**src/rtl/ahb5_traffic_gen.sv**
```systemverilog
`default_nettype none
// ============================================================================
// Module      : ahb5_traffic_gen
// Description : Single-outstanding AHB5 manager that issues NUM_TXN
//               pseudo-random NONSEQ transfers into a 2^WIN_LOG2-byte window
//               at BASE_ADDR. Address, direction, HPROT, HNONSEC and write
//               data are all taken from a 32-bit Galois LFSR. Completed
//               transfers and error responses are counted with saturation.
//               Optional macro AHB_TG_READBACK_EN: every error-free write is
//               followed by a read of the same location, and read data that
//               differs from the written data increments mis_count.
//               Without the macro mis_count is tied to zero.
// Ports       : HCLK, HRESET (sync, active-high)
//               start        - run request, sampled in IDLE only
//               busy, done   - run in progress / one-cycle end-of-run pulse
//               HADDR, HTRANS, HWRITE, HSIZE, HPROT, HNONSEC, HWDATA
//                            - registered AHB manager outputs
//               HREADY, HRDATA, HRESP - AHB subordinate response
//               txn_count, err_count, mis_count - saturating counters
// Revision    : 1.0 - initial release
// ============================================================================
module ahb5_traffic_gen #(
    parameter int                    ADDR_WIDTH = 32,
    parameter int                    DATA_WIDTH = 32,
    parameter logic [ADDR_WIDTH-1:0] BASE_ADDR  = 32'h8000_0000,
    parameter int                    WIN_LOG2   = 12,
    parameter int                    NUM_TXN    = 16,
    parameter logic [31:0]           SEED       = 32'hACE1_0001
) (
    input  logic                  HCLK,
    input  logic                  HRESET,
    input  logic                  start,
    output logic                  busy,
    output logic                  done,
    output logic [ADDR_WIDTH-1:0] HADDR,
    output logic [1:0]            HTRANS,
    output logic                  HWRITE,
    output logic [2:0]            HSIZE,
    output logic [3:0]            HPROT,
    output logic                  HNONSEC,
    output logic [DATA_WIDTH-1:0] HWDATA,
    input  logic                  HREADY,
    input  logic [DATA_WIDTH-1:0] HRDATA,
    input  logic                  HRESP,
    output logic [15:0]           txn_count,
    output logic [15:0]           err_count,
    output logic [15:0]           mis_count
);

    localparam int                    c_lane_log2 = $clog2(DATA_WIDTH / 8);
    localparam logic [2:0]            c_hsize     = 3'(c_lane_log2);
    localparam logic [ADDR_WIDTH-1:0] c_win_mask  = ADDR_WIDTH'((64'd1 << WIN_LOG2) - 64'd1);
    localparam logic [ADDR_WIDTH-1:0] c_lane_mask = ADDR_WIDTH'((64'd1 << c_lane_log2) - 64'd1);
    // Window offset bits with the byte-lane bits cleared (size-aligned).
    localparam logic [ADDR_WIDTH-1:0] c_off_mask  = c_win_mask & ~c_lane_mask;
    localparam logic [31:0]           c_taps      = 32'h8020_0003;
    localparam logic [16:0]           c_num_txn   = 17'(NUM_TXN);
    localparam logic [1:0]            c_htrans_idle   = 2'b00;
    localparam logic [1:0]            c_htrans_nonseq = 2'b10;

    localparam logic [2:0] c_st_idle    = 3'd0;
    localparam logic [2:0] c_st_addr    = 3'd1;
    localparam logic [2:0] c_st_data    = 3'd2;
`ifdef AHB_TG_READBACK_EN
    localparam logic [2:0] c_st_rb_addr = 3'd3;
    localparam logic [2:0] c_st_rb_data = 3'd4;
`endif
    localparam logic [2:0] c_st_fin     = 3'd5;

    logic [2:0]            r_state;
    logic [2:0]            w_state_nxt;
    logic [31:0]           r_lfsr;
    logic                  r_busy;
    logic                  r_done;
    logic [ADDR_WIDTH-1:0] r_haddr;
    logic [1:0]            r_htrans;
    logic                  r_hwrite;
    logic [3:0]            r_hprot;
    logic                  r_hnonsec;
    logic [DATA_WIDTH-1:0] r_hwdata;
    logic [DATA_WIDTH-1:0] r_wdata;
    logic [15:0]           r_txn_count;
    logic [15:0]           r_err_count;

    logic [31:0]           w_lfsr_step;
    logic [ADDR_WIDTH-1:0] w_new_haddr;
    logic [31:0]           w_new_word;
    logic [DATA_WIDTH-1:0] w_new_wdata;
    logic                  w_more_after_data;
    logic                  w_issue;

    function automatic logic [15:0] sat_inc(input logic [15:0] v);
        return (v == 16'hFFFF) ? v : v + 16'd1;
    endfunction

    // Galois LFSR, shift right: feedback taps applied when bit 0 falls out.
    assign w_lfsr_step = {1'b0, r_lfsr[31:1]} ^ (r_lfsr[0] ? c_taps : 32'h0);
    assign w_new_haddr = BASE_ADDR | (ADDR_WIDTH'(w_lfsr_step) & c_off_mask);
    assign w_new_word  = w_lfsr_step ^ 32'(w_new_haddr);
    assign w_new_wdata = {(DATA_WIDTH / 32){w_new_word}};

    // The counter still holds the pre-increment value when the data phase ends.
    assign w_more_after_data = (({1'b0, r_txn_count} + 17'd1) < c_num_txn);

    always_comb begin
        w_state_nxt = r_state;
        case (r_state)
            c_st_idle: if (start)  w_state_nxt = c_st_addr;
            c_st_addr: if (HREADY) w_state_nxt = c_st_data;
            c_st_data: begin
                if (HREADY) begin
`ifdef AHB_TG_READBACK_EN
                    if (r_hwrite && !HRESP)
                        w_state_nxt = c_st_rb_addr;
                    else
`endif
                    w_state_nxt = w_more_after_data ? c_st_addr : c_st_fin;
                end
            end
`ifdef AHB_TG_READBACK_EN
            c_st_rb_addr: if (HREADY) w_state_nxt = c_st_rb_data;
            c_st_rb_data: begin
                // txn_count already includes the write being verified.
                if (HREADY)
                    w_state_nxt = ({1'b0, r_txn_count} < c_num_txn) ? c_st_addr : c_st_fin;
            end
`endif
            c_st_fin: w_state_nxt = c_st_idle;
            default:  w_state_nxt = c_st_idle;
        endcase
    end

    // A new primary transfer starts on every entry into ADDR.
    assign w_issue = (w_state_nxt == c_st_addr) && (r_state != c_st_addr);

    always_ff @(posedge HCLK) begin
        if (HRESET) begin
            r_state     <= c_st_idle;
            r_lfsr      <= SEED;
            r_busy      <= 1'b0;
            r_done      <= 1'b0;
            r_haddr     <= '0;
            r_htrans    <= c_htrans_idle;
            r_hwrite    <= 1'b0;
            r_hprot     <= 4'h0;
            r_hnonsec   <= 1'b0;
            r_hwdata    <= '0;
            r_wdata     <= '0;
            r_txn_count <= 16'h0;
            r_err_count <= 16'h0;
        end else begin
            r_state <= w_state_nxt;
            r_done  <= 1'b0;

            if (w_issue) begin
                r_lfsr    <= w_lfsr_step;
                r_htrans  <= c_htrans_nonseq;
                r_haddr   <= w_new_haddr;
                r_hwrite  <= w_lfsr_step[31];
                r_hprot   <= w_lfsr_step[27:24];
                r_hnonsec <= w_lfsr_step[23];
                r_wdata   <= w_new_wdata;
            end

            if ((w_state_nxt == c_st_fin) && (r_state != c_st_fin)) begin
                r_busy <= 1'b0;
                r_done <= 1'b1;
            end

            case (r_state)
                c_st_idle: begin
                    if (start) begin
                        r_busy      <= 1'b1;
                        r_txn_count <= 16'h0;
                        r_err_count <= 16'h0;
                    end
                end
                c_st_addr: begin
                    if (HREADY) begin
                        r_htrans <= c_htrans_idle;
                        if (r_hwrite) r_hwdata <= r_wdata;
                    end
                end
                c_st_data: begin
                    if (HREADY) begin
                        r_txn_count <= sat_inc(r_txn_count);
                        if (HRESP) r_err_count <= sat_inc(r_err_count);
`ifdef AHB_TG_READBACK_EN
                        if (w_state_nxt == c_st_rb_addr) begin
                            // Same address/HPROT/HNONSEC, read direction.
                            r_htrans <= c_htrans_nonseq;
                            r_hwrite <= 1'b0;
                        end
`endif
                    end
                end
`ifdef AHB_TG_READBACK_EN
                c_st_rb_addr: if (HREADY) r_htrans <= c_htrans_idle;
                c_st_rb_data: if (HREADY && HRESP) r_err_count <= sat_inc(r_err_count);
`endif
                default: ;
            endcase
        end
    end

`ifdef AHB_TG_READBACK_EN
    logic [15:0] r_mis_count;

    always_ff @(posedge HCLK) begin
        if (HRESET) begin
            r_mis_count <= 16'h0;
        end else if ((r_state == c_st_idle) && start) begin
            r_mis_count <= 16'h0;
        end else if ((r_state == c_st_rb_data) && HREADY && (HRDATA != r_wdata)) begin
            r_mis_count <= sat_inc(r_mis_count);
        end
    end

    assign mis_count = r_mis_count;
`else
    // Read data is never inspected in this build.
    logic w_unused_rdata;
    assign w_unused_rdata = ^HRDATA;
    assign mis_count      = 16'h0;
`endif

    assign busy      = r_busy;
    assign done      = r_done;
    assign HADDR     = r_haddr;
    assign HTRANS    = r_htrans;
    assign HWRITE    = r_hwrite;
    assign HSIZE     = c_hsize;
    assign HPROT     = r_hprot;
    assign HNONSEC   = r_hnonsec;
    assign HWDATA    = r_hwdata;
    assign txn_count = r_txn_count;
    assign err_count = r_err_count;

endmodule
`default_nettype wire

```
**config.mk**
```make
export PLATFORM = sky130hd
export DESIGN_NAME = ahb5_traffic_gen
export DESIGN_NICKNAME = d
export VERILOG_FILES = /design/src/rtl/ahb5_traffic_gen.sv
export SDC_FILE = /design/constraint.sdc
export NUM_CORES = 1
export LEC_CHECK = 0
export CORE_MARGIN = 5
export CORE_UTILIZATION = 25
export CTS_BUF_LIST = sky130_fd_sc_hd__clkbuf_2
export CTS_CLUSTER_SIZE = 16
export DETAILED_ROUTE_END_ITERATION = 8
export PLACE_DENSITY = 0.49
export SYNTH_ARGS = -nofsm -noshare
export SYNTH_HDL_FRONTEND = slang
export SYNTH_SLANG_ARGS = --single-unit
```
**constraint.sdc**
```tcl
create_clock -name HCLK -period 2.6 [get_ports HCLK]
set_clock_uncertainty 0.15 [all_clocks]
set_input_delay 0.39 -clock HCLK [delete_from_list [all_inputs] [get_ports HCLK]]
set_output_delay 0.39 -clock HCLK [all_outputs]
set_load 0.005 [all_outputs]
```
==> results.json, run 1 <==
{
  "endpoint": "r_lfsr[0]$_SDFFE_PP1P_",
  "cap_viol_max_count": 0,
  "cts_tree": "done",
  "fp.dieH_um": 155,
  "peakVddDrop_uv": 300,
  "clockRootBuffer": "clkbuf_2",
  "port_buffers": 79,
  "via_per_inst": 4.33,
  "cts_buffers": 9,
  "firstDrtPassIters": 4,
  "syn_to_final_growth_pct": 26.2,
  "antenna_found_initial": 1,
  "ys_seq_area_frac": 0.399,
  "min_period_over_period": 0.974,
  "ant_nets": 0,
  "fp-row-count": 52,
  "status": "complete, no violations",
  "hpwlAfterDp_um": 9290,
  "worst_pin_slew_ns": 0.532,
  "h-tree-depth": 3,
  "path_class": "reg2reg",
  "grt_pass1_wl_um": 21200,
  "crit_start": "txn_count[0]$_SDFFE_PP0P_",
  "cts.sinks": 104,
  "ys_ff_latch": 104,
  "end_kind": "flop",
  "cp_max_fo": 8,
  "yosys_warnings": 0,
  "grt_pass1_vias": 4017,
  "clock_latency_ns": 0.62,
  "wl_per_cell_um": 13.2,
  "fillCellCount": 2207,
  "finalMaxSlewViolations": 0,
  "hold_class": "reg2reg",
  "grt_setup_unrepaired": "yes",
  "dr.first_iter.drc_count": 133,
  "syn_area_per_cell_um2": 8.56,
  "fmax_mhz": 395,
  "slew_headroom": 0.636,
  "overflow": 0,
  "async_reset_ff_frac": 0,
  "grt_usage": 0.108,
  "r2r-end": "r_lfsr[0]$_SDFFE_PP1P_",
  "drc": 0,
  "core-area_um2": 20400,
  "dieWidth_um": 155,
  "powerDensity_nw_per_um2": 441,
  "clkTransAtPathRegs_ns": 0.35,
  "wirelength_um": 13100,
  "r2r_start": "txn_count[0]$_SDFFE_PP0P_",
  "clockBufferDepth": 2,
  "finalNetCount": 755,
  "num_vias": 4299,
  "synth_area_um2": 5220,
  "reg2reg_depth": 10,
  "synth.distinct_cells": 61,
  "post-route-util": 0.323,
  "synth_edf_count": 0,
  "yosys_most_used_dff": "dfxtp_1",
  "start_util": 0.256,
  "hold_viol_final": 0,
  "setup_viol": 0,
  "grt_max_degree": 29,
  "start_kind": "flop",
  "die-area_um2": 23900,
  "finalHoldWorstSlack_ns": 0.310,
  "drive_gt1_frac": 0.162,
  "gp_congestion": 0.792,
  "critPathRequiredTime_ns": 3.00,
  "io_pins": 162,
  "p_leak_nw": 2.56,
  "min_period_ns": 2.53,
  "syn_inst": 610,
  "rrSetupSlack_ns": 0.07,
  "cp_data_arrival_time_ns": 2.93
}
==> sequential cells by signal (all words and copies together) (netlist names), 2 cells and up <==
signal / cells
err_count: 16
r_state: 3
HWDATA: 22
r_lfsr: 32
HTRANS: 2
r_wdata: 8
txn_count: 16
==> cell families (layout without fill, tap and decap cells) <==
kind of cell | Yosys count | in the layout | share of synthesized area
mux | 44 | 44 | 0.0865
other cells | 2 | 51 | 0.00144
compound gates | 101 | 101 | 0.119
flops | 104 | 104 | 0.399
simple gates | 234 | 234 | 0.224
fa+ha+maj | 2 | 2 | 0.00479
xor+xnor | 13 | 13 | 0.0218
buf+inv | 110 | 173 | 0.143
==> per-stage QoR <==
step | total power, mW | setup TNS (ns) | instance area (µm²) | worst slack, ns | cells
floorplan | 1.99 | 0 | 5400 | 0.0536 | 658
global placement | 2.04 | -9.75 | 6330 | -0.246 | 968
detailed placement | 2.04 | -9.88 | 6330 | -0.254 | 968
CTS | 2.96 | 0 | 6540 | 0.000957 | 989
global route | 3.08 | -0.0371 | 6590 | -0.0165 | 992
finish | 2.90 | 0 | 6590 | 0.0680 | 992
==> synth_stat cells, types with 7 or more instances <==
cell      count  area [µm²]
or3_1        13        81.3
and2_1        7        43.8
buf_4        68         510
mux2i_1      41         410
xnor2_1       7        61.3
o21ai_0      20         100
dfxtp_1     104        2080
a211oi_1      7        52.6
clkbuf_1     22        82.6
nand2_1     108         405
a21oi_1      50         250
nand3_1      11        55.1
inv_1         7        26.3
nor2_1       42         158
or4_1         9        67.6
==> worst max-delay path, stage by stage (launching register included) <==
cell,delay (ns)
dfxtp_4,0.44
buf_4,0.14
nand3_2,0.18
buf_4,0.21
or3_1,0.30
nand3_1,0.10
a22oi_2,0.11
buf_4,0.15
buf_4,0.12
a32oi_1,0.22
mux2_2,0.35
==> power by group <==
group / total (mW) / internal (mW) / switching (mW)
clock network: 0.885 / 0.253 / 0.632
logic: 0.330 / 0.155 / 0.176
registers: 1.69 / 1.65 / 0.0372
==> cell usage in the layout (no fill, tap or decap), types with 3 or more instances in the layout <==
cell type        count
clkbuf_2             9
nand4_1              6
and2_0               3
dfxtp_1             97
conb_1              50
nand3_1             11
and4_1               3
nor2_1              42
nor3_1               5
nand2_1            108
clkdlybuf4s50_1     78
mux2i_1             41
or4_1                9
buf_4               63
o21ai_0             20
dfxtp_2              5
or3_1               13
buf_12               4
o31ai_1              3
inv_1                7
a211oi_1             7
xor2_1               6
and2_1               7
a21oi_1             50
and3_1               5
a2111oi_0            3
or2_2                4
xnor2_1              7
==> metal layers <==
metal,track usage,up-vias,routed length (µm),part of all wire
met5,0,-,0,0
met4,0.0341,0,181,0.014
met3,0.0293,15,692,0.053
met2,0.161,101,5580,0.43
met1,0.153,1981,6650,0.51
li1,-,2202,-,-
==> area by class of cell <==
| type | instances | area, µm² | share of cell area |
|---|---|---|---|
| multi-input combinational | 444 | 2620 | 0.397 |
| sequential | 104 | 2100 | 0.318 |
| timing repair buffer | 149 | 1370 | 0.208 |
| tap | 270 | 338 | 0.0512 |
| clock inverter | 7 | 93.8 | 0.0142 |
| clock buffer | 9 | 45.0 | 0.00683 |
| inverter | 8 | 30.0 | 0.00455 |
| antenna | 1 | 2.50 | 0.000380 |
==> worst min path at each step <==
stage	startpoint	end	slack (ns)	cells past startpoint
finish	r_wdata[21]$_SDFFE_PP0P_	HWDATA[21]$_SDFFE_PP0P_	0.31	2
global route	start	r_state[0]$_SDFF_PP0_	0.23	4
CTS	start	r_state[0]$_SDFF_PP0_	0.26	4
detailed placement	r_wdata[21]$_SDFFE_PP0P_	HWDATA[21]$_SDFFE_PP0P_	0.29	2
global placement	r_wdata[29]$_SDFFE_PP0P_	HWDATA[29]$_SDFFE_PP0P_	0.29	2
floorplan	r_state[2]$_SDFF_PP0_	r_state[0]$_SDFF_PP0_	0.27	1
==> what timing repair did <==
item	in CTS	in global routing
resized for setup	3	12
setup buffers	4	2
endpoints found under the setup margin	46	53
hold buffers	1	0
pin swaps	2	4
hold endpoints to repair	6	0
No activity file was read; power rests on OpenSTA's default activity.
==> run 2: changes to the inputs <==
GPL_ROUTABILITY_DRIVEN = 0   (was not set)
PLACE_DENSITY = 0.51   (was 0.49)
==> run 2 against run 1 <==
Against the previous run:
- cell count shrank 0.60%
- total power shrank 0.11%
- wire length rose by 3.0%
- cell area is 0.51% higher
- fmax fell by 0.69%
- flip-flop and latch count stayed put
- clock power shrank 2%
- combinational power increased by 4%
- hold slack lost 0.016 ns
- critical path depth down 1
- die area unchanged
- critical endpoint unchanged
- sequential power hardly changed
==> results.json, run 2 (same netlist as run 1, synthesis figures left out) <==
{
  "place_area_um2": 6270,
  "h-tree-depth": 3,
  "cts_tree": "done",
  "port_buffers": 79,
  "cts_buffers": 9,
  "regArea_um2": 2100,
  "io_pins": 162,
  "start_kind": "flop",
  "multiInputGateArea_um2": 2670,
  "dp.cells": 959,
  "final_common_cell": "nand2_1",
  "cp_max_fo": 5,
  "wirelength_um": 13500,
  "overflow": 0,
  "peakVddDrop_uv": 201,
  "design_area_um2": 6630,
  "hold_viol_final": 0,
  "core-area_um2": 20400,
  "powerDensity_nw_per_um2": 438,
  "finalMaxSlewViolations": 0,
  "clkTransAtPathRegs_ns": 0.37,
  "end_kind": "flop",
  "cts.sinks": 104,
  "finalHoldWorstSlack_ns": 0.293,
  "path_class": "reg2reg",
  "mostFrequentLayoutCells": "nand2_1, dfxtp_1, clkdlybuf4s50_1, buf_4",
  "grt_usage": 0.109,
  "p_leak_nw": 2.54,
  "slew_headroom": 0.637,
  "wl_per_cell_um": 13.7,
  "min_period_ns": 2.55,
  "ant_nets": 0,
  "setup_viol": 0,
  "min_period_over_period": 0.981,
  "worst_pin_slew_ns": 0.543,
  "syn_to_final_growth_pct": 26.9,
  "dieWidth_um": 155,
  "dr.first_iter.drc_count": 155,
  "largest_reg_flops": 32,
  "num_vias": 4331,
  "cp_data_arrival_time_ns": 2.98,
  "antenna_cells": 0,
  "hold_class": "reg2reg",
  "antenna_found_initial": 0,
  "clock_latency_ns": 0.64,
  "clockBufferDepth": 2,
  "cap_viol_max_count": 0,
  "start_util": 0.256,
  "drive_gt1_frac": 0.165,
  "firstDrtPassIters": 4,
  "grt_pass1_vias": 3985,
  "clockRootBuffer": "clkbuf_2",
  "grt_pass1_wl_um": 21200,
  "hpwlAfterDp_um": 9250,
  "fp-row-count": 52,
  "totalNegativeSetupSlack_ns": 0,
  "regMostFlops": "r_lfsr",
  "via_per_inst": 4.39,
  "fillCellCount": 2208,
  "drc": 0,
  "finalNetCount": 750,
  "fmax_mhz": 392,
  "die-area_um2": 23900,
  "fp.dieH_um": 155,
  "status": "complete, no violations",
  "final_cells": 986,
  "critPathRequiredTime_ns": 3.04,
  "grt_max_degree": 44
}
## run 2: cell count changes in the layout (fill, tap and decap cells not counted), sizes merged
cell      before  now
diode          1    0
clkbuf         9   10
buf           70   63
clkinvlp       1    0
clkinv         1    3
bufinv         1    0
a31oi          3    4
## run 2: path summary, 6_finish.rpt
path	depth (start not counted)	slack, ns	startpoint	endpoint
worst max-delay path	9	0.05	txn_count[0]$_SDFFE_PP0P_	r_lfsr[0]$_SDFFE_PP1P_
worst min-delay path	2	0.29	r_lfsr[21]$_SDFFE_PP1P_	r_lfsr[20]$_SDFFE_PP0P_
worst min register to register	2	0.29	r_lfsr[21]$_SDFFE_PP1P_	r_lfsr[20]$_SDFFE_PP0P_
worst max register to register	9	0.05	txn_count[0]$_SDFFE_PP0P_	r_lfsr[0]$_SDFFE_PP1P_
## run 2: what timing repair did
item                                    4_1_cts  5_1_grt
hold buffers                                  1        0
endpoints found under the hold margin        42        0
setup buffers                                 4        4
pin swaps                                     5        4
endpoints found under the setup margin       44       52
gates resized for setup                       9       18
cloned                                        1        1
## run 2: routing by layer
layer | vias to the layer above | wire (µm) | GRT usage
li1 | 2184 | - | -
met1 | 2016 | 6470 | 0.145
met5 | - | 0 | 0
met3 | 19 | 858 | 0.0321
met2 | 112 | 5910 | 0.169
met4 | 0 | 269 | 0.0374
## run 2: power breakdown
part           switching [mW]  internal (mW)
combinational           0.181          0.163
clock                   0.684          0.184
sequential             0.0395           1.65
total                   0.904           2.00
## run 2: area by class of cell
class,instances,area share
clock buffers,9,0.00680
clock inverters,7,0.0142
flip-flops and latches,104,0.317
inverters,8,0.00453
repair buffers,143,0.204
well taps,270,0.0510
multi-input cells,445,0.402
## run 2: metrics by stage
stage                     total power [mW]  utilization  setup slack [ns]
final                                 2.90        0.324            0.0504
after global routing                  3.07        0.324          -0.00557
after CTS                             2.96        0.318          -0.00464
after detailed placement              2.03        0.307            -0.189
after global placement                2.03        0.307            -0.155
after floorplan                       1.99            -            0.0536
## run 2: critical path, stage by stage, from the launching register on
cell and delay (ns):
dfxtp_2 0.45, ha_4 0.16, nand4_4 0.11, or3_1 0.39, a31o_1 0.24, buf_4 0.13, buf_4 0.11, and3_2 0.20
a32oi_2 0.22, mux2_2 0.35
